[src/rtl/fetch_queue.sv]
// -----------------------------------------------------------------------------
// fetch_queue
//
// Instruction fetch front end. It issues FETCH_W-wide requests to a
// 1-cycle-latency synchronous instruction memory and buffers the returned
// words, each tagged with its PC, in a circular queue. Decode reads the
// oldest FETCH_W entries combinationally and consumes 0..FETCH_W of them
// per cycle. A redirect flushes the queue and restarts fetch at a new PC.
//
// Requests are credit-limited: a request is only issued when the queue is
// guaranteed to have room for its response on top of the current
// occupancy and the response already in flight. An accepted response
// therefore never overflows the queue.
//
// Optional feature (compile-time macro):
//   FETCH_ALIGN_EN  - when defined, a fetch group is truncated at the next
//                     FETCH_W*4-byte boundary. Only the first n slots are
//                     enqueued, with n = FETCH_W - ((fetch_pc>>2) mod FETCH_W).
//                     When undefined, every group carries FETCH_W words.
//
// Ports:
//   clk          in   clock; all state updates on the rising edge
//   reset        in   asynchronous, active-low reset
//   fetch_en     in   permission to issue new memory requests
//   redirect_en  in   flush the queue and restart fetch at redirect_pc
//   redirect_pc  in   new fetch address; bits [1:0] are ignored
//   imem_ren     out  memory read request this cycle
//   imem_addr    out  per-slot byte address, fetch_pc + 4*i
//   imem_rdata   in   read data, valid the cycle after imem_ren
//   out_valid    out  thermometer valid, out_valid[i] = (i < occupancy)
//   out_pc       out  PCs of the oldest FETCH_W entries, slot 0 oldest
//   out_instr    out  instructions of the oldest FETCH_W entries
//   deq_cnt      in   entries consumed by decode this cycle (clamped)
//   occupancy    out  current number of valid entries
// -----------------------------------------------------------------------------
module fetch_queue #(
    parameter int               FETCH_W     = 2,
    parameter int               PC_W        = 32,
    parameter int               INSTR_W     = 32,
    parameter int               QUEUE_DEPTH = 8,
    parameter logic [PC_W-1:0]  RESET_PC    = '0,
    localparam int              CNT_W       = $clog2(FETCH_W + 1),
    localparam int              OCC_W       = $clog2(QUEUE_DEPTH + 1)
) (
    input  logic                             clk,
    input  logic                             reset,
    input  logic                             fetch_en,
    input  logic                             redirect_en,
    input  logic [PC_W-1:0]                  redirect_pc,
    output logic                             imem_ren,
    output logic [FETCH_W-1:0][PC_W-1:0]     imem_addr,
    input  logic [FETCH_W-1:0][INSTR_W-1:0]  imem_rdata,
    output logic [FETCH_W-1:0]               out_valid,
    output logic [FETCH_W-1:0][PC_W-1:0]     out_pc,
    output logic [FETCH_W-1:0][INSTR_W-1:0]  out_instr,
    input  logic [CNT_W-1:0]                 deq_cnt,
    output logic [OCC_W-1:0]                 occupancy
);

    localparam int PTR_W = $clog2(QUEUE_DEPTH);

    // Queue storage. Reads are combinational because decode sees the head
    // entries in the same cycle; slots past occupancy are masked by out_valid.
    logic [PC_W-1:0]    pc_mem    [QUEUE_DEPTH];
    logic [INSTR_W-1:0] instr_mem [QUEUE_DEPTH];

    logic [PTR_W-1:0] head_reg,    head_next;
    logic [PTR_W-1:0] tail_reg,    tail_next;
    logic [OCC_W-1:0] occ_reg,     occ_next;
    logic [PC_W-1:0]  pc_reg,      pc_next;
    // Size of the group requested last cycle; zero means nothing in flight.
    logic [CNT_W-1:0] pend_n_reg,  pend_n_next;
    logic [PC_W-1:0]  pend_pc_reg, pend_pc_next;

    logic [CNT_W-1:0] grp_n;
    logic [CNT_W-1:0] n_enq;
    logic [OCC_W-1:0] deq_eff;
    logic [OCC_W:0]   used;

    // ------------------------------------------------------------------
    // Group size of the request that would be issued this cycle
    // ------------------------------------------------------------------
`ifdef FETCH_ALIGN_EN
    logic [PC_W-1:0] word_idx;
    always_comb begin
        word_idx = pc_reg >> 2;
        grp_n    = CNT_W'(FETCH_W) - CNT_W'(word_idx % PC_W'(FETCH_W));
    end
`else
    assign grp_n = CNT_W'(FETCH_W);
`endif

    // ------------------------------------------------------------------
    // Request credit, enqueue/dequeue counts
    // ------------------------------------------------------------------
    always_comb begin
        // Space is reserved for a full FETCH_W group regardless of the
        // actual group size, which keeps the check independent of grp_n.
        used     = (OCC_W+1)'(occ_reg) + (OCC_W+1)'(pend_n_reg);
        // reset gates the request so it drops the instant reset asserts.
        imem_ren = reset && fetch_en && !redirect_en &&
                   (used <= (OCC_W+1)'(QUEUE_DEPTH - FETCH_W));

        // A redirect discards the response to last cycle's request.
        n_enq    = redirect_en ? '0 : pend_n_reg;

        if (redirect_en) begin
            deq_eff = '0;
        end else if (OCC_W'(deq_cnt) > occ_reg) begin
            deq_eff = occ_reg;
        end else begin
            deq_eff = OCC_W'(deq_cnt);
        end
    end

    // ------------------------------------------------------------------
    // Next-state logic
    // ------------------------------------------------------------------
    always_comb begin
        head_next    = head_reg + PTR_W'(deq_eff);
        tail_next    = tail_reg + PTR_W'(n_enq);
        occ_next     = occ_reg + OCC_W'(n_enq) - deq_eff;
        pc_next      = pc_reg;
        pend_n_next  = '0;
        pend_pc_next = pend_pc_reg;

        if (redirect_en) begin
            // Flush: the queue empties by moving head onto tail.
            head_next = tail_reg;
            occ_next  = '0;
            pc_next   = redirect_pc & ~PC_W'(3);
        end else if (imem_ren) begin
            pc_next      = pc_reg + (PC_W'(grp_n) << 2);
            pend_n_next  = grp_n;
            pend_pc_next = pc_reg;
        end
    end

    always_ff @(posedge clk or negedge reset) begin
        if (!reset) begin
            head_reg    <= '0;
            tail_reg    <= '0;
            occ_reg     <= '0;
            pc_reg      <= RESET_PC;
            pend_n_reg  <= '0;
            pend_pc_reg <= '0;
        end else begin
            head_reg    <= head_next;
            tail_reg    <= tail_next;
            occ_reg     <= occ_next;
            pc_reg      <= pc_next;
            pend_n_reg  <= pend_n_next;
            pend_pc_reg <= pend_pc_next;
        end
    end

    // Response words land at tail the cycle after the request. Slot i of
    // the group belongs to PC pend_pc + 4*i.
    always_ff @(posedge clk) begin
        for (int i = 0; i < FETCH_W; i++) begin
            if (i < int'(n_enq)) begin
                pc_mem[tail_reg + PTR_W'(i)]    <= pend_pc_reg + PC_W'(4 * i);
                instr_mem[tail_reg + PTR_W'(i)] <= imem_rdata[i];
            end
        end
    end

    // ------------------------------------------------------------------
    // Per-slot outputs
    // ------------------------------------------------------------------
    generate
        for (genvar gi = 0; gi < FETCH_W; gi++) begin : g_slot
            logic [PTR_W-1:0] rd_idx;
            assign rd_idx        = head_reg + PTR_W'(gi);
            assign out_valid[gi] = OCC_W'(gi) < occ_reg;
            assign out_pc[gi]    = pc_mem[rd_idx];
            assign out_instr[gi] = instr_mem[rd_idx];
            assign imem_addr[gi] = pc_reg + PC_W'(4 * gi);
        end
    endgenerate

    assign occupancy = occ_reg;

endmodule

[config.mk]
export PLATFORM = sky130hd
export DESIGN_NAME = fetch_queue
export DESIGN_NICKNAME = d
export VERILOG_FILES = /design/src/rtl/fetch_queue.sv
export SDC_FILE = /design/constraint.sdc
export NUM_CORES = 1
export LEC_CHECK = 0
export BUFFER_PORTS_ARGS = -buffer_cell sky130_fd_sc_hd__buf_4
export CORE_AREA = 2 2 228 230
export DETAILED_ROUTE_END_ITERATION = 8
export DIE_AREA = 0 0 230 232
export PLACE_DENSITY = 0.82
export SETUP_SLACK_MARGIN = 0.3
export SLEW_MARGIN = 20
export SYNTH_ARGS = -nofsm -noshare
export SYNTH_HDL_FRONTEND = slang
export SYNTH_SLANG_ARGS = --single-unit
export TNS_END_PERCENT = 1
[constraint.sdc]
create_clock -name clk -period 7.4 [get_ports clk]
set_input_delay 0 -clock clk [delete_from_list [all_inputs] [get_ports clk]]
set_output_delay 0 -clock clk [all_outputs]
set_load 0.005 [all_outputs]
==> results <==
- Row generation in the floorplan step produced 83 rows.
- The hold violation count in the final report is 0.
- Clock tree synthesis inserted a total of 58 buffers.
- The total I/O pin count is 301.
- Traced cell by cell, the critical path runs through ha_4, buf_4, mux4_2, mux2_2, buf_4.
- The number of flip-flops in the largest register is 256.
- The total vias in the final route is 20300.
- The TritonCTS clock tree is done.
- Setup violations remaining at the end of the flow were counted as 0.
- The most prevalent standard cell on the critical path is buf_4.
- Port buffering added 290 buffers.
- Tracing the worst setup path back leads to its startpoint at head_reg[1].
- The HPWL reported at the end of detailed placement is between 40 and 50 mm.
- The global routing stage identified its most utilized layer as met2.
- Dividing the synthesized area by the synthesized cell count gives 13.8 µm².
- The area growth from synthesis to layout is 18.5%.
- The register bit count reported by yosys is 566.
- For this run, the number of Yosys warnings is 0.
- The number of nets still failing antenna checks after routing is 0.
- The total negative setup slack is 0 ns.
- For met3 alone, demand over resource in global routing was 0.0584.
- The violation count after the first detailed-route iteration is 2009.
- The nature of the critical path startpoint is a register.
- The highest fanout seen on the critical path is 69.
- The via count of the first global-routing pass is around 21000.
- The pre-antenna-repair detailed-routing pass consisted of 6 iterations.
- Of all cell types, the one taking the most synthesized area is edfxtp_1.
- For the final database, setup skew stands at 0.0236 ns.
- The master of the slowest instance on the critical path is ha_4.
- nand2_1 is the most common cell in the netlist.
- The number of enable flip-flop cells after synthesis is 496.
- The vias per cell is 6.31.
- From bottom edge to top edge, the die measures approximately 230 µm.
- The number of H-tree levels is 2.
- The share of Yosys cell area claimed by the top area cell type is 0.494.
- The average detailed-routed wire length per instance is 23.9 µm.
- The critical path is of the reg2out type.
- The final weighted congestion in routability-driven placement is a little under 0.9.
- For this run, global-route usage on met1 was measured as 0.367.
- The normalized max-slew margin is 0.271.
- The max-slew violation count is 0.
- The total area of multi-input combinational cells is roughly 13000 µm².
- Across every metal layer, demand over resource in global routing totals 0.286.
- After detailed placement, the design holds a cell count of 2993.
- The synthesized netlist occupies a cell area of roughly 30000 µm².
- Timing would allow up to 0.234 GHz.
- After detailed routing, the number of remaining DRC violations is 0.
- The storage element area is 16700 µm².
- Once the clock tree was built, the resizer swapped 0 gates to a different size.
- In the final design database the tool counted 2600 nets.
- The number of maximum-capacitance constraint violations is 0.
- The class of the tightest hold or removal check is in2async.
- By count the netlist is led by nand2_1 (540), edfxtp_1 (496), mux4_2 (248).
- The later pin in the worst-skew pair is clocked with a latency of just over 0.6 ns.
- The signal arrival time at the worst endpoint is 4.27 ns.
- The clock transition at the registers of the reported paths is approximately 0.06 ns.
- Once layout is complete, the utilization of the core stands at 0.702.
- The initial antenna violation count came to 0.
- The distinct cell type count of the synthesized netlist is 60.
- The flow ran to the end, and the final reports show no timing, DRC or antenna violations.
- The wire length of the first global-routing pass is 118 mm.
- Summed over all cells, the static leakage comes to approximately 13 nW.
- The clock period minus worst slack is about 4.3 ns.
- The initial utilization of the core area, before any placement, comes to 0.592.
- Counting both buffers and inverters, the worst setup path holds a total of 2.
- The clock root buffer is clkbuf_16.
- Among all flip-flop cells after synthesis, the most frequent one is edfxtp_1.
- The floorplan step defined a core boundary enclosing 50900 µm².
- The category of the worst setup path capture point is an output port.
- Of all flip-flops after synthesis, the portion carrying an async set or reset was 0.124.
- The largest net degree at the start of global routing is between 100 and 150.
- The total power per unit cell area is 332 nW/µm².
- The floorplan die area is roughly 53000 µm².
- The design draws approximately 12 mW.
- The delay of the slowest cell on the worst path is 1.12 ns.
- The post-route fraction of the period consumed by the critical path is 0.576.
- By area the synthesized netlist is led by edfxtp_1 (49%), mux4_2 (19%), nand2_1 (6.7%).
- The count of fill cells added during filler insertion is about 3300.
- The worst vdd rail ir drop is 0.308 mV.
- The slew at the pin closest to its max-slew limit is 1.09 ns.
- The routed wire length is approximately 77 mm.
- The required time of the critical path is 7.40 ns.
- The setup fix buffers added after clock tree synthesis is 0.
- For this run, global-route usage on met2 was measured as 0.496.
- Setup repair after global routing left no endpoint under its margin.
- The gate family responsible for the most delay along the worst path is adder cells.
- Excluding fillers, the count of instances in the completed layout stands at 3211.
- Of the cells placed in the final design, the portion with a size suffix greater than 1 is 0.316.
- Ranked by flip-flop count, first place goes to instr_mem.
- The largest registers in the layout are instr_mem x256, pc_mem x240.
- The die is 230 µm wide.
- CTS saw 566 sinks.
- The share of the Yosys chip area taken by registers is 0.553.
- Counting along the longest clock path gives a buffer depth of 3.
- The leftover overflow at the end of global routing is 0.
- In the synthesized netlist, the number of instances is 2181.
- The startpoint of the lowest-slack register-to-register path is pend_n_reg[1].
## cell type report
cell class / instances / share of cell area
repair buffers: 421 / 0.0966
diodes: 2 / 0.000140
clock buffers: 75 / 0.0448
multi-input cells: 1411 / 0.355
clock inverters: 33 / 0.00995
inverters: 23 / 0.00298
well taps: 680 / 0.0238
flip-flops and latches: 566 / 0.466
## worst register-to-register path, stage by stage (launching register included)
cell	delay, ns
dfrtp_1	0.48
ha_1	0.25
ha_1	0.27
and3_1	0.19
or4_2	0.66
buf_4	0.34
inv_2	0.70
xnor2_1	0.21
o21ai_1	0.08
dlygate4sd3_1	0.58
## power by group
group          leakage, nW  switching, mW  internal (mW)
logic                 6.57           1.99           2.51
registers             5.36          0.525           3.83
clock network        0.933           1.23           1.77
total                 12.9           3.75           8.10
## stage by stage
stage | cell area (µm²) | hold slack [ns] | setup WS (ns)
floorplan | 30200 | -0.296 | 2.06
global placement | 32700 | 0.172 | 3.83
detailed placement | 32700 | 0.188 | 3.80
CTS | 35700 | 0.0464 | 3.10
global route | 35700 | 0.112 | 3.03
finish | 35700 | 0.0567 | 3.13
## routing by layer
layer	vias to the layer above	part of all wire
li1	8825	-
met1	10200	0.36
met2	1114	0.51
met3	171	0.097
met4	0	0.027
met5	-	0
## logic make-up after synthesis
logic type	Yosys count	synth area share
buf+inv	211	0.0293
fa+ha+maj	17	0.00781
mux	383	0.235
simple gates	787	0.115
other cells	1	0.000124
flops	566	0.553
compound gates	65	0.0159
xor+xnor	151	0.0439
## final timing paths
| kind | to | slack [ns] | cells after the start |
|---|---|---|---|
| worst max register to register | pc_reg[3] | 3.51 | 9 |
| worst max-delay path | out_instr[47] | 3.13 | 5 |
| worst min register to register | tail_reg[2] | 0.62 | 1 |
| worst min-delay path | occupancy[0] | 0.06 | 2 |
| max in group asynchronous | head_reg[1] | 6.68 | 2 |
| min in group clk | pc_reg[4] | 0.09 | 5 |
## cells in the final DEF, fill, tap and decap left out, types with 3 or more instances in the layout
master         synthesis  final
inv_1                 18     18
o31ai_1                3      3
clkbuf_16              0     61
mux2_2               125    125
dfrtp_1               70     67
nand3_1               67     67
nor3_2                 4      4
o21ai_0               23     23
clkinvlp_4             0      7
o211ai_1               5      5
nor2_1                43     43
clkinv_2               0      7
nand4_1               36     36
clkinv_1               0     10
or4_1                  8      7
nor4_1                22     22
nor3_1                22     22
mux4_2               248    248
xnor2_1              105    105
inv_6                  0      4
bufinv_16              0      7
clkbuf_1             109     12
a221o_1               12     12
mux2i_1               10     10
fa_1                   3      3
conb_1                 1      8
a21boi_0               4      4
nor3b_1                5      5
nand2_1              540    540
edfxtp_1             496    496
dfrtp_4                0      3
buf_4                 10    313
ha_1                  14     13
dlygate4sd3_1          0    107
and3_1                11     11
xor2_1                46     45
nor2b_1                7      7
and2_1                 3      3
## timing repair
action	4_1_cts	5_1_grt
hold buffers	107	0
endpoints found under the setup margin	0	0
hold endpoints to repair	362	0
Power figures use the tool's default switching activity.
